<file path="config.mk">
export PLATFORM = sky130hd
export DESIGN_NAME = div16u8_seq
export DESIGN_NICKNAME = d
export VERILOG_FILES = /design/src/rtl/div16u8_seq.sv
export SDC_FILE = /design/constraint.sdc
export NUM_CORES = 1
export LEC_CHECK = 0
export ABC_AREA = 0
export CAP_MARGIN = 25
export CORE_MARGIN = 10
export CORE_UTILIZATION = 53
export DETAILED_ROUTE_END_ITERATION = 10
export PLACE_DENSITY = 0.8
export SLEW_MARGIN = 20
export SYNTH_ARGS = -nofsm -noshare
export SYNTH_HDL_FRONTEND = slang
export SYNTH_SLANG_ARGS = --single-unit
</file>
<file path="constraint.sdc">
create_clock -name clk -period 2.64 [get_ports clk]
set_input_delay 0.528 -clock clk [delete_from_list [all_inputs] [get_ports clk]]
set_output_delay 0.528 -clock clk [all_outputs]
set_load 0.01 [all_outputs]
</file>
<file path="src/rtl/div16u8_seq.sv">
// Sequential unsigned divider: restoring radix-2, one quotient bit per clock, 2*DW-bit dividend / DW-bit divisor.
// Latency: 2*DW clocks from accept to out_valid; divide-by-zero goes straight to the result state.
// Backpressure: single op in flight; in_ready only when idle, result held stable until out_ready.
//
// Ports:
//   clk, rst_n            clock (rising edge), asynchronous active-low reset
//   in_valid/in_ready     operand handshake; A = dividend (2*DW), B = divisor (DW)
//   out_valid/out_ready   result handshake; Q = quotient (2*DW), R = remainder (DW)
//   OVF                   quotient needs more than DW bits
//   DZ                    divide by zero (Q = all ones, R = low DW bits of A)
module div16u8_seq #(
  parameter int DW = 8
) (
  input  logic            clk,
  input  logic            rst_n,
  input  logic            in_valid,
  output logic            in_ready,
  input  logic [2*DW-1:0] A,
  input  logic [DW-1:0]   B,
  output logic            out_valid,
  input  logic            out_ready,
  output logic [2*DW-1:0] Q,
  output logic [DW-1:0]   R,
  output logic            OVF,
  output logic            DZ
);

  localparam int CW = $clog2(2*DW);

  typedef enum logic [1:0] {IDLE, BUSY, DONE} state_t;

  state_t          state, state_nxt;
  logic [2*DW-1:0] work;      // dividend bits shift out the top, quotient bits shift in at the bottom
  logic [DW-1:0]   div;
  logic [DW-1:0]   prem;      // partial remainder; always < div after each step
  logic [CW-1:0]   cnt;

  logic [DW:0]     shifted;   // one extra bit holds the carry before the trial subtract
  logic            no_borrow;
  logic [DW-1:0]   prem_step;
  logic [2*DW-1:0] work_step;

  // One restoring step: bring in the next dividend bit and trial-subtract the divisor.
  // The difference is always < div, so it fits back into DW bits.
  always_comb begin
    shifted   = {prem, work[2*DW-1]};
    no_borrow = (shifted >= {1'b0, div});
    prem_step = no_borrow ? DW'(shifted - {1'b0, div}) : shifted[DW-1:0];
    work_step = {work[2*DW-2:0], no_borrow};
  end

  // Next state and handshake outputs
  always_comb begin
    state_nxt = state;
    in_ready  = (state == IDLE);
    out_valid = (state == DONE);
    case (state)
      IDLE: if (in_valid) state_nxt = (B == '0) ? DONE : BUSY;
      BUSY: if (cnt == '0) state_nxt = DONE;
      DONE: if (out_ready) state_nxt = IDLE;
      default: state_nxt = IDLE;
    endcase
  end

  always_ff @(posedge clk or negedge rst_n) begin
    if (!rst_n) begin
      state <= IDLE;
      work  <= '0;
      div   <= '0;
      prem  <= '0;
      cnt   <= '0;
      Q     <= '0;
      R     <= '0;
      OVF   <= 1'b0;
      DZ    <= 1'b0;
    end else begin
      state <= state_nxt;
      case (state)
        IDLE: begin
          if (in_valid) begin
            work <= A;
            div  <= B;
            prem <= '0;
            cnt  <= CW'(2*DW-1);
            if (B == '0) begin
              Q   <= '1;
              R   <= A[DW-1:0];
              OVF <= 1'b1;
              DZ  <= 1'b1;
            end
          end
        end
        BUSY: begin
          work <= work_step;
          prem <= prem_step;
          cnt  <= cnt - CW'(1);
          // Outputs only change when the last bit is produced, so the
          // previous result stays visible while this one is computed.
          if (cnt == '0) begin
            Q   <= work_step;
            R   <= prem_step;
            OVF <= |work_step[2*DW-1:DW];
            DZ  <= 1'b0;
          end
        end
        default: ;
      endcase
    end
  end

endmodule

</file>
* After elaboration in Yosys (flattened, before gate mapping)
Index checks and enable logic that the tools add are counted.
** Cells by class
- $mul :: 0
- Bitwise operators :: 0
- Eq/ne operators :: 6
- Reduce and logical (&&, ||, !) cells :: 9
- $lt $le $gt $ge :: 1
- Shift operators :: 0
- Divide/modulo/power cells :: 0
- Add/subtract/negate cells :: 2
- Muxes and demuxes :: 26
** Operators with widths (count)
- 16-bit 2-to-1 mux :: 4
- 16-bit case mux with 2 select lines :: 2
- 8-bit 2-to-1 mux :: 5
- 8-bit case mux with 2 select lines :: 2
- 9-bit by 8-bit >= comparator with 1-bit output :: 1
- 8-bit logical NOT :: 1
- 2-bit 2-to-1 mux :: 4
- 4-bit case mux with 2 select lines :: 1
- 8-bit OR reduction :: 1
- 8-bit subtractor :: 1
- 2-bit case mux with 3 select lines :: 1
- 4-bit logical NOT :: 1
- 1-bit 2-to-1 mux :: 4
- 4-bit 2-to-1 mux :: 1
- 2-bit by 1-bit inequality test with 1-bit output (second input constant) :: 2
- 2-bit inequality test (second input constant) :: 2
- 1-bit case mux with 2 select lines :: 2
- 2-bit AND reduction :: 2
- 4-bit AND reduction :: 1
- 4-bit by 1-bit subtractor with 4-bit output (second input constant) :: 1
- 3-bit AND reduction :: 1
- 2-bit by 1-bit equality test with 1-bit output (second input constant) :: 1
- 2-bit equality test (second input constant) :: 1
- 2-bit logical NOT :: 1
- 2-bit nonzero test :: 1
** Storage, ports and cells
- Latch bits :: 0
- Register bits :: 64
- Memory bits (read-only) :: 0
- Bits in writable memories :: 0
- Word-level logic and storage cells :: 53
- Memories kept :: 0

* Longest topological paths before layout
Gate-level depths: netlist of the first run.
- Depth in word-level cells :: 4
- Depth in mapped cells :: 9
- Gate-level depth less buffers :: 9

* Worst setup path before layout of the first run
Ideal clock, no wire load.
- Path kind :: register to register
- Start :: reg prem[2]
- End :: reg R[2]
- Slack :: 0.323 ns
- Stages on the path, launching flop included :: 9
- Data arrival time :: 2.235 ns
- Library setup time :: 0.082 ns
- Required time :: 2.558 ns
- Cell sequence :: dfrtp_1 ha_1 a21o_1 a21oi_2 a31oi_1 a2111oi_4 buf_6 mux2_4 a31oi_1
** Between the ends
- Cells in the longest elaborated chain, start to end :: 4
** RTL lines
- start, declared :: RTL line 35 : logic [DW-1:0] prem;
- start signal, assigned :: RTL line 95 : prem <= prem_step;
- 9-bit by 8-bit >= comparator with 1-bit output :: RTL line 47 : no_borrow = (shifted >= {1'b0, div});
- 8-bit 2-to-1 mux :: RTL line 48 : prem_step = no_borrow ? DW'(shifted - {1'b0, div}) : shifted[DW-1:0];
- 8-bit 2-to-1 mux :: RTL line 99 : if (cnt == '0) begin
- 8-bit case mux with 2 select lines :: RTL line 78 : case (state)
- end signal, assigned :: RTL line 87 : R <= A[DW-1:0];
- end signal, assigned :: RTL line 101 : R <= prem_step;
- end, declared :: RTL line 23 : output logic [DW-1:0] R,
Every way passes these cells. The select of a mux whose other input is x is not followed.
A chain may end at the register's enable or synchronous reset.

* Worst setup path after layout of the first run
- Start :: reg div[1]
- End :: reg prem[6]
** Between the ends
- Cells in the longest elaborated chain, start to end :: 3
- Elaborated cells on any way between the ends :: 4
** RTL lines
- start, declared :: RTL line 34 : logic [DW-1:0] div;
- start signal, assigned :: RTL line 69 : div <= '0;
- start signal, assigned :: RTL line 82 : div <= B;
- 8-bit subtractor or 9-bit by 8-bit >= comparator with 1-bit output (tied branches) :: RTL line 48, 47
- 8-bit 2-to-1 mux (*) :: RTL line 48
- 8-bit case mux with 2 select lines (*) :: RTL line 78
Mark *: on every way between the ends. The rest lies on a longest branch, timed or not.

==> metrics.md, run 1 <==
| Metric | Value |
|---|---|
| Outcome | finished clean |
| Area Growth Syn to Fin | 28.3% |
| Largest net degree at the start of global routing | 65 |
| Most common cell in the netlist | nand2_1 |
| Sequential share of the synthesized area | 0.500 |
| Clock skew | 0.00617 ns |
| Clock slew at reported path FFs | 0.07 ns |
| DR WL/cell | 16.6 um |
| Crit-path max cell delay | 0.39 ns |
| P_leak | 0.00188 uW |
| CTS tree | built |
| Total CTS buffers | 9 |
| Fillers | 483 |
| Num rows | 28 |
| Placer Congestion | 0.893 |
| Antenna violations before repair | 0 |
| Pwr dens | 1370 nW/um2 |
| GR Util All Layers | 0.169 |
| Die area | 9560 um2 |
| Number of synthesized flops with an enable pin | 0 |
| Final worst slack | 0.214 ns |
| Required time of the critical path | 2.85 ns |
| Top FF cell, synth | dfrtp_1 |
| Post-Syn Area per Cell | 9.08 um2 |
| Critical path class | reg2reg |
| Worst Path Arrival | 2.64 ns |
| Cells after Synth | 353 |
| Initial Util | 0.545 |
| Synthesized area | 3210 um2 |
| Die width | 97.8 um |
| Post-synth ARST share | 1.00 |
| Fraction of layout cells with a size suffix above 1 | 0.0793 |
| Critical path's slowest cell | dfrtp_1 |
| Total number of vias | 2722 |
| Worst path bufs/invs | 2 |
| DP Worst Slack | 0.113 ns |
| Crit share post-route | 0.919 |
| Worst-Skew Late Latency | 0.34 ns |
| Class of the worst hold path | in2async |
| Final Setup Violations | 0 |
| CP delay by family, top | compound AO/OA/AOI/OAI gates |
| Overall routed net length | 8170 um |
| Distinct cells, synth | 41 |
| Flops & latches, synth | 64 |
| DRC violations left | 0 |
| Max-slew headroom | 0.468 |
| Die H | 97.8 um |
| Cell taking the most area after synthesis | dfrtp_1 |
| CP Capture Type | flip-flop |
| Fin crit period | 2.43 ns |
| Post-synth top area share | 0.500 |
| Warnings, synthesis | 0 |
| Max Root-Sink Buffers | 2 |
| Vias/cell | 5.54 |
| Drt first pass iters | 4 |
| Total gr overflow | 0 |
| Area of the core | 5890 um2 |
| CP Max Fanout | 7 |
| Post-synth net total | 391 |
| First-pass GRT wire length | 13500 um |
| I/O Buffers | 55 |
| CTS sink cnt | 64 |
| Area contributors post-synth | dfrtp_1 (50%), nand2_1 (7.8%), o21ai_0 (6.2%), mux2i_1 (3.7%), ha_1 (3.5%) |
| Maximum VDD drop | 0.000749 V |
| H-tree depth | 3 |
| Nets@finish | 449 |
| Crit path cell chain | inv_1, ha_1, nor2b_1, o2111ai_2, a31oi_1, a2111oi_4, buf_4, mux2i_1, o21ai_1 |
| Routed Antenna Nets | 0 |
| Worst Tran Pin Value | 0.797 ns |
| Initial DRC Count | 169 |
| Io pins | 56 |
| Post-CTS setup buffer count | 0 |
| DP HPWL | 5830 um |
| Fmax | 412 MHz |
| Antenna diodes | 0 |
| Vias in the first global route | 2767 |
| Top cells by count, synth | nand2_1 (67), dfrtp_1 (64), o21ai_0 (40) |
| Root buffer cell | clkbuf_8 |
| RSZ-0062 raised after global routing | false |
| Setup_tns | 0 ns |
| Slew Limit Fails | 0 |
| Max Cap Violations | 0 |
| Crit start category | flip-flop |
| Fin. Hold Viols | 0 |
==> through the flow <==
step                instances  total power, uW  hold WS, ns   util  cell area, um2
detailed placement        475             4560        0.456  0.656            3860
global route              491             6040        0.433  0.699            4110
global placement          475             4420        0.460  0.656            3860
finish                    491             5620        0.359  0.699            4110
CTS                       491             5640        0.392  0.699            4110
floorplan                 353             3620        0.232      -            3210
==> placed cells by master (no fill, tap or decap), drive strengths merged, types with 2 or more instances in the layout <==
| cell type | netlist | layout |
|---|---|---|
| mux2 | 3 | 3 |
| inv | 21 | 22 |
| a21o | 6 | 6 |
| buf | 6 | 11 |
| a31oi | 12 | 12 |
| nor2b | 4 | 4 |
| xor2 | 2 | 2 |
| nand2b | 4 | 4 |
| o22a | 3 | 3 |
| nor4 | 6 | 6 |
| nor2 | 30 | 30 |
| a32oi | 2 | 2 |
| nand2 | 67 | 67 |
| o22ai | 3 | 3 |
| mux2i | 12 | 12 |
| clkdlybuf4s50 | 0 | 54 |
| nand3 | 5 | 5 |
| clkbuf | 12 | 10 |
| and2 | 4 | 4 |
| dfrtp | 64 | 64 |
| a22oi | 2 | 2 |
| ha | 9 | 9 |
| or3 | 2 | 2 |
| a21oi | 18 | 18 |
| bufinv | 0 | 3 |
| o21ai | 44 | 44 |
==> final timing paths <==
kind,startpoint,to,slack (ns),cells past startpoint
min,rst_n,work[3],0.36,2
max,div[1],prem[6],0.21,9
max reg2reg,div[1],prem[6],0.21,9
min reg2reg,Q[9],Q[9],0.48,2
max in group asynchronous,rst_n,div[1],1.75,2
min in group clk,Q[9],Q[9],0.48,2
==> layout make-up <==
cell class                 count  area, um2  area share
inverter                      21       78.8      0.0192
timing repair buffer          65        633       0.154
multi-input combinational    250       1450       0.353
clock buffer                  10        138      0.0335
tap                           75       93.8      0.0228
sequential                    64       1600       0.390
clock inverter                 6        115      0.0280
==> worst register-to-register path, delay by kind of cell (launching register included) <==
family | cells | cell delay [ns]
AO/OA/AOI/OAI | 4 | 0.84
adder cells (fa/ha/maj) | 1 | 0.32
buffers and inverters | 2 | 0.32
flip-flops | 1 | 0.39
multiplexers | 1 | 0.29
AND/OR/NAND/NOR | 1 | 0.15
==> kinds of logic after synthesis <==
kind of cell | count (synthesis) | share of synthesized area
and+or+nand+nor | 126 | 0.169
AOI/OAI and AO/OA | 96 | 0.183
DFF | 64 | 0.500
buffers and inverters | 39 | 0.0488
muxes | 15 | 0.0504
adders and majority gates | 10 | 0.0414
xor gates and xnor gates | 3 | 0.00820
==> per-layer routing <==
layer	routed length, um	vias up	part of all wire	GRT usage
met5	0	-	0	0
met4	124	0	0.015	0.0638
met3	311	15	0.038	0.0324
met2	3980	68	0.49	0.282
met1	3760	1313	0.46	0.213
li1	-	1326	-	-
==> flip-flops by register name (all words and copies together) (netlist names) <==
register  flops
Q            16
work         16
R             8
div           8
prem          8
cnt           4
state         2
DZ            1
OVF           1
==> report_power, final <==
group          switching [uW]  internal (uW)  total [uW]
combinational            1490           1330        2810
sequential                320           1420        1740
clock                     405            658        1060
total                    2210           3410        5620
==> timing repair <==
item,4_1_cts,5_1_grt
hold buffers,0,0
gates resized for setup,0,0
endpoints found under the setup margin,0,8
Note: power is estimated with default switching activity, not from simulation.
==> run 2, diff against run 1 <==
Settings changed: ABC_CLOCK_PERIOD_IN_PS from default to 2640.
==> results of run 2 <==
Same layout as run 1: the final DEF is identical, and so are final timing and power.
==> run 3, diff against run 2 <==
==> constraint.sdc (replaced) <==
create_clock -name clk -period 2.64 [get_ports clk]
set_input_delay 0.528 -clock clk [delete_from_list [all_inputs] [get_ports clk]]
set_output_delay 0.528 -clock clk [all_outputs]
set_load 0.1 [all_outputs]
==> run 3 against run 2 <==
Die area did not move. Global-route usage rose by 0.54 points. Maximum frequency rose by 0.81%. Via count rose by 1.5%. Routed wire length rose by 0.38%. Utilization fell by 1.2 points. Critical path type unchanged.
==> metrics.md, run 3 (synthesized netlist as in run 1, its figures left out) <==
| Metric | Value |
|---|---|
| Final non-filler cell area | 4040 um2 (-1.7%) |
| Fin crit period | 2.41 ns (-0.0195 ns) |
| CTS tree | built |
| Total CTS buffers | 9 (unchanged) |
| Fraction of layout cells with a size suffix above 1 | 0.147 (+0.0677) |
| GR Util All Layers | 0.175 (+0.00539) |
| Dpl cells | 474 (-0.21%) |
| Final Setup Violations | 0 (unchanged) |
| Die area | 9560 um2 (unchanged) |
| Die H | 97.8 um (unchanged) |
| Grt met1 use | 0.224 (+0.0110) |
| DP Worst Slack | 0.0842 ns (-0.0293 ns) |
| Io pins | 56 (unchanged) |
| Crit share post-route | 0.912 (-0.00737) |
| Initial DRC Count | 185 (+9.5%) |
| Critical path class | reg2reg |
| DRC violations left | 0 (unchanged) |
| Final worst slack | 0.233 ns (+0.0195 ns) |
| Met3 usage | 0.0437 (+0.0113) |
| Largest net degree at the start of global routing | 65 (unchanged) |
| Die width | 97.8 um (unchanged) |
| Initial Util | 0.545 (unchanged) |
| Largest regs | Q: 16 flops, work: 16 flops |
| Max Cap Violations | 0 (unchanged) |
| First-pass GRT wire length | 13700 um (+1.8%) |
| Fin. Hold Viols | 0 (unchanged) |
| Routed Antenna Nets | 0 (unchanged) |
| Worst Path Arrival | 2.66 ns (+0.02 ns) |
| CP Max Fanout | 7 (unchanged) |
| Crit start category | flip-flop |
| DP HPWL | 6070 um (+4.1%) |
| Total gr overflow | 0 (unchanged) |
| Vias in the first global route | 2732 (-1.3%) |
| Most common cell after layout, fill and taps aside | nand2_1 |
| Clock slew at reported path FFs | 0.07 ns (about the same) |
| Required time of the critical path | 2.89 ns (+0.04 ns) |
| Drt first pass iters | 4 (unchanged) |
| H-tree depth | 3 (unchanged) |
| Nets@finish | 448 (-0.22%) |
| Cell Count, Final, Fillers Out | 490 (-0.20%) |
| Area of the core | 5890 um2 (unchanged) |
| Worst Tran Pin Value | 0.592 ns (-0.206 ns) |
| CTS sink cnt | 64 (unchanged) |
| Fillers | 473 (-2.1%) |
| Slew Limit Fails | 0 (unchanged) |
| Outcome | finished clean |
| Clock skew | 0.00766 ns (+0.00149 ns) |
| Total number of vias | 2764 (+1.5%) |
| Num rows | 28 (unchanged) |
| Placer Congestion | 0.960 (+7.6%) |
| Most frequent cells in the layout | nand2_1 (67), dfrtp_1 (64), o21ai_0 (40) |
| Setup_tns | 0 ns (unchanged) |
| DR WL/cell | 16.7 um (+0.58%) |
| Antenna violations before repair | 0 (unchanged) |
| Top Usage Layer GRT | met2 |
| Overall routed net length | 8200 um (+0.38%) |
| Antenna diodes | 0 (unchanged) |
| I/O Buffers | 55 (unchanged) |
| Class of the worst hold path | in2async |
| Vias/cell | 5.64 (+1.8%) |
| Max-slew headroom | 0.606 (+0.137) |
| Root buffer cell | clkbuf_8 |
| Area Growth Syn to Fin | 26.1% |
| Placed Area | 3810 um2 (-1.3%) |
| Worst-Skew Late Latency | 0.34 ns (about the same) |
| Max Root-Sink Buffers | 2 (unchanged) |
| RSZ-0062 raised after global routing | false |
| Post-CTS setup buffer count | 0 (unchanged) |
| CP Capture Type | flip-flop |
| M2 GR Usage | 0.280 (-0.00153) |
| Fmax | 415 MHz (+0.81%) |
-- run 3: cell type report --
| type | count | area [um2] | area share |
|---|---|---|---|
| clock buffers | 10 | 138 | 0.0341 |
| clock inverters | 6 | 91.3 | 0.0226 |
| inverters | 21 | 78.8 | 0.0195 |
| multi-input cells | 250 | 1450 | 0.360 |
| flip-flops and latches | 64 | 1600 | 0.396 |
| well taps | 75 | 93.8 | 0.0232 |
| repair buffers | 64 | 584 | 0.145 |
-- run 3: repair_timing --
| action | in CTS | in global routing |
|---|---|---|
| hold buffers | 0 | 0 |
| gates resized for setup | 0 | 1 |
| endpoints found under the hold margin | 0 | 0 |
| endpoints found under the setup margin | 0 | 1 |
-- run 3: routing by layer --
layer	up-vias	wire length, um	share of wire
li1	1334	-	-
met1	1338	3630	0.44
met2	81	4020	0.49
met3	11	400	0.049
met4	0	150	0.018
met5	-	0	0
-- run 3: critical path, cell delays in order (launching register included) --
cell	delay, ns
dfrtp_1	0.40
inv_1	0.07
ha_1	0.31
nor2b_1	0.15
o2111ai_2	0.21
a31oi_1	0.17
a2111oi_4	0.32
buf_6	0.20
mux2_4	0.31
a31oi_1	0.18
-- run 3: stage by stage --
step	util	hold WS, ns
2_1_floorplan	-	0.232
3_3_place_gp	0.647	0.461
3_5_place_dp	0.647	0.465
4_1_cts	0.686	0.200
5_1_grt	0.687	0.198
6_report	0.687	0.188
-- run 3: path summary, 6_finish.rpt --
check / cells past startpoint / end / start / slack [ns]
setup / recovery: 9 / R[2] / div[1] / 0.23
hold / removal: 2 / R[1] / rst_n / 0.19
setup reg to reg: 9 / R[2] / div[1] / 0.23
hold reg to reg: 2 / Q[12] / Q[12] / 0.48
max in group asynchronous: 2 / div[3] / rst_n / 2.17
min in group clk: 2 / Q[12] / Q[12] / 0.48
Power of run 3 is not shown: default switching activity piles up to over one toggle a cycle in this logic, so the estimate is an artifact.
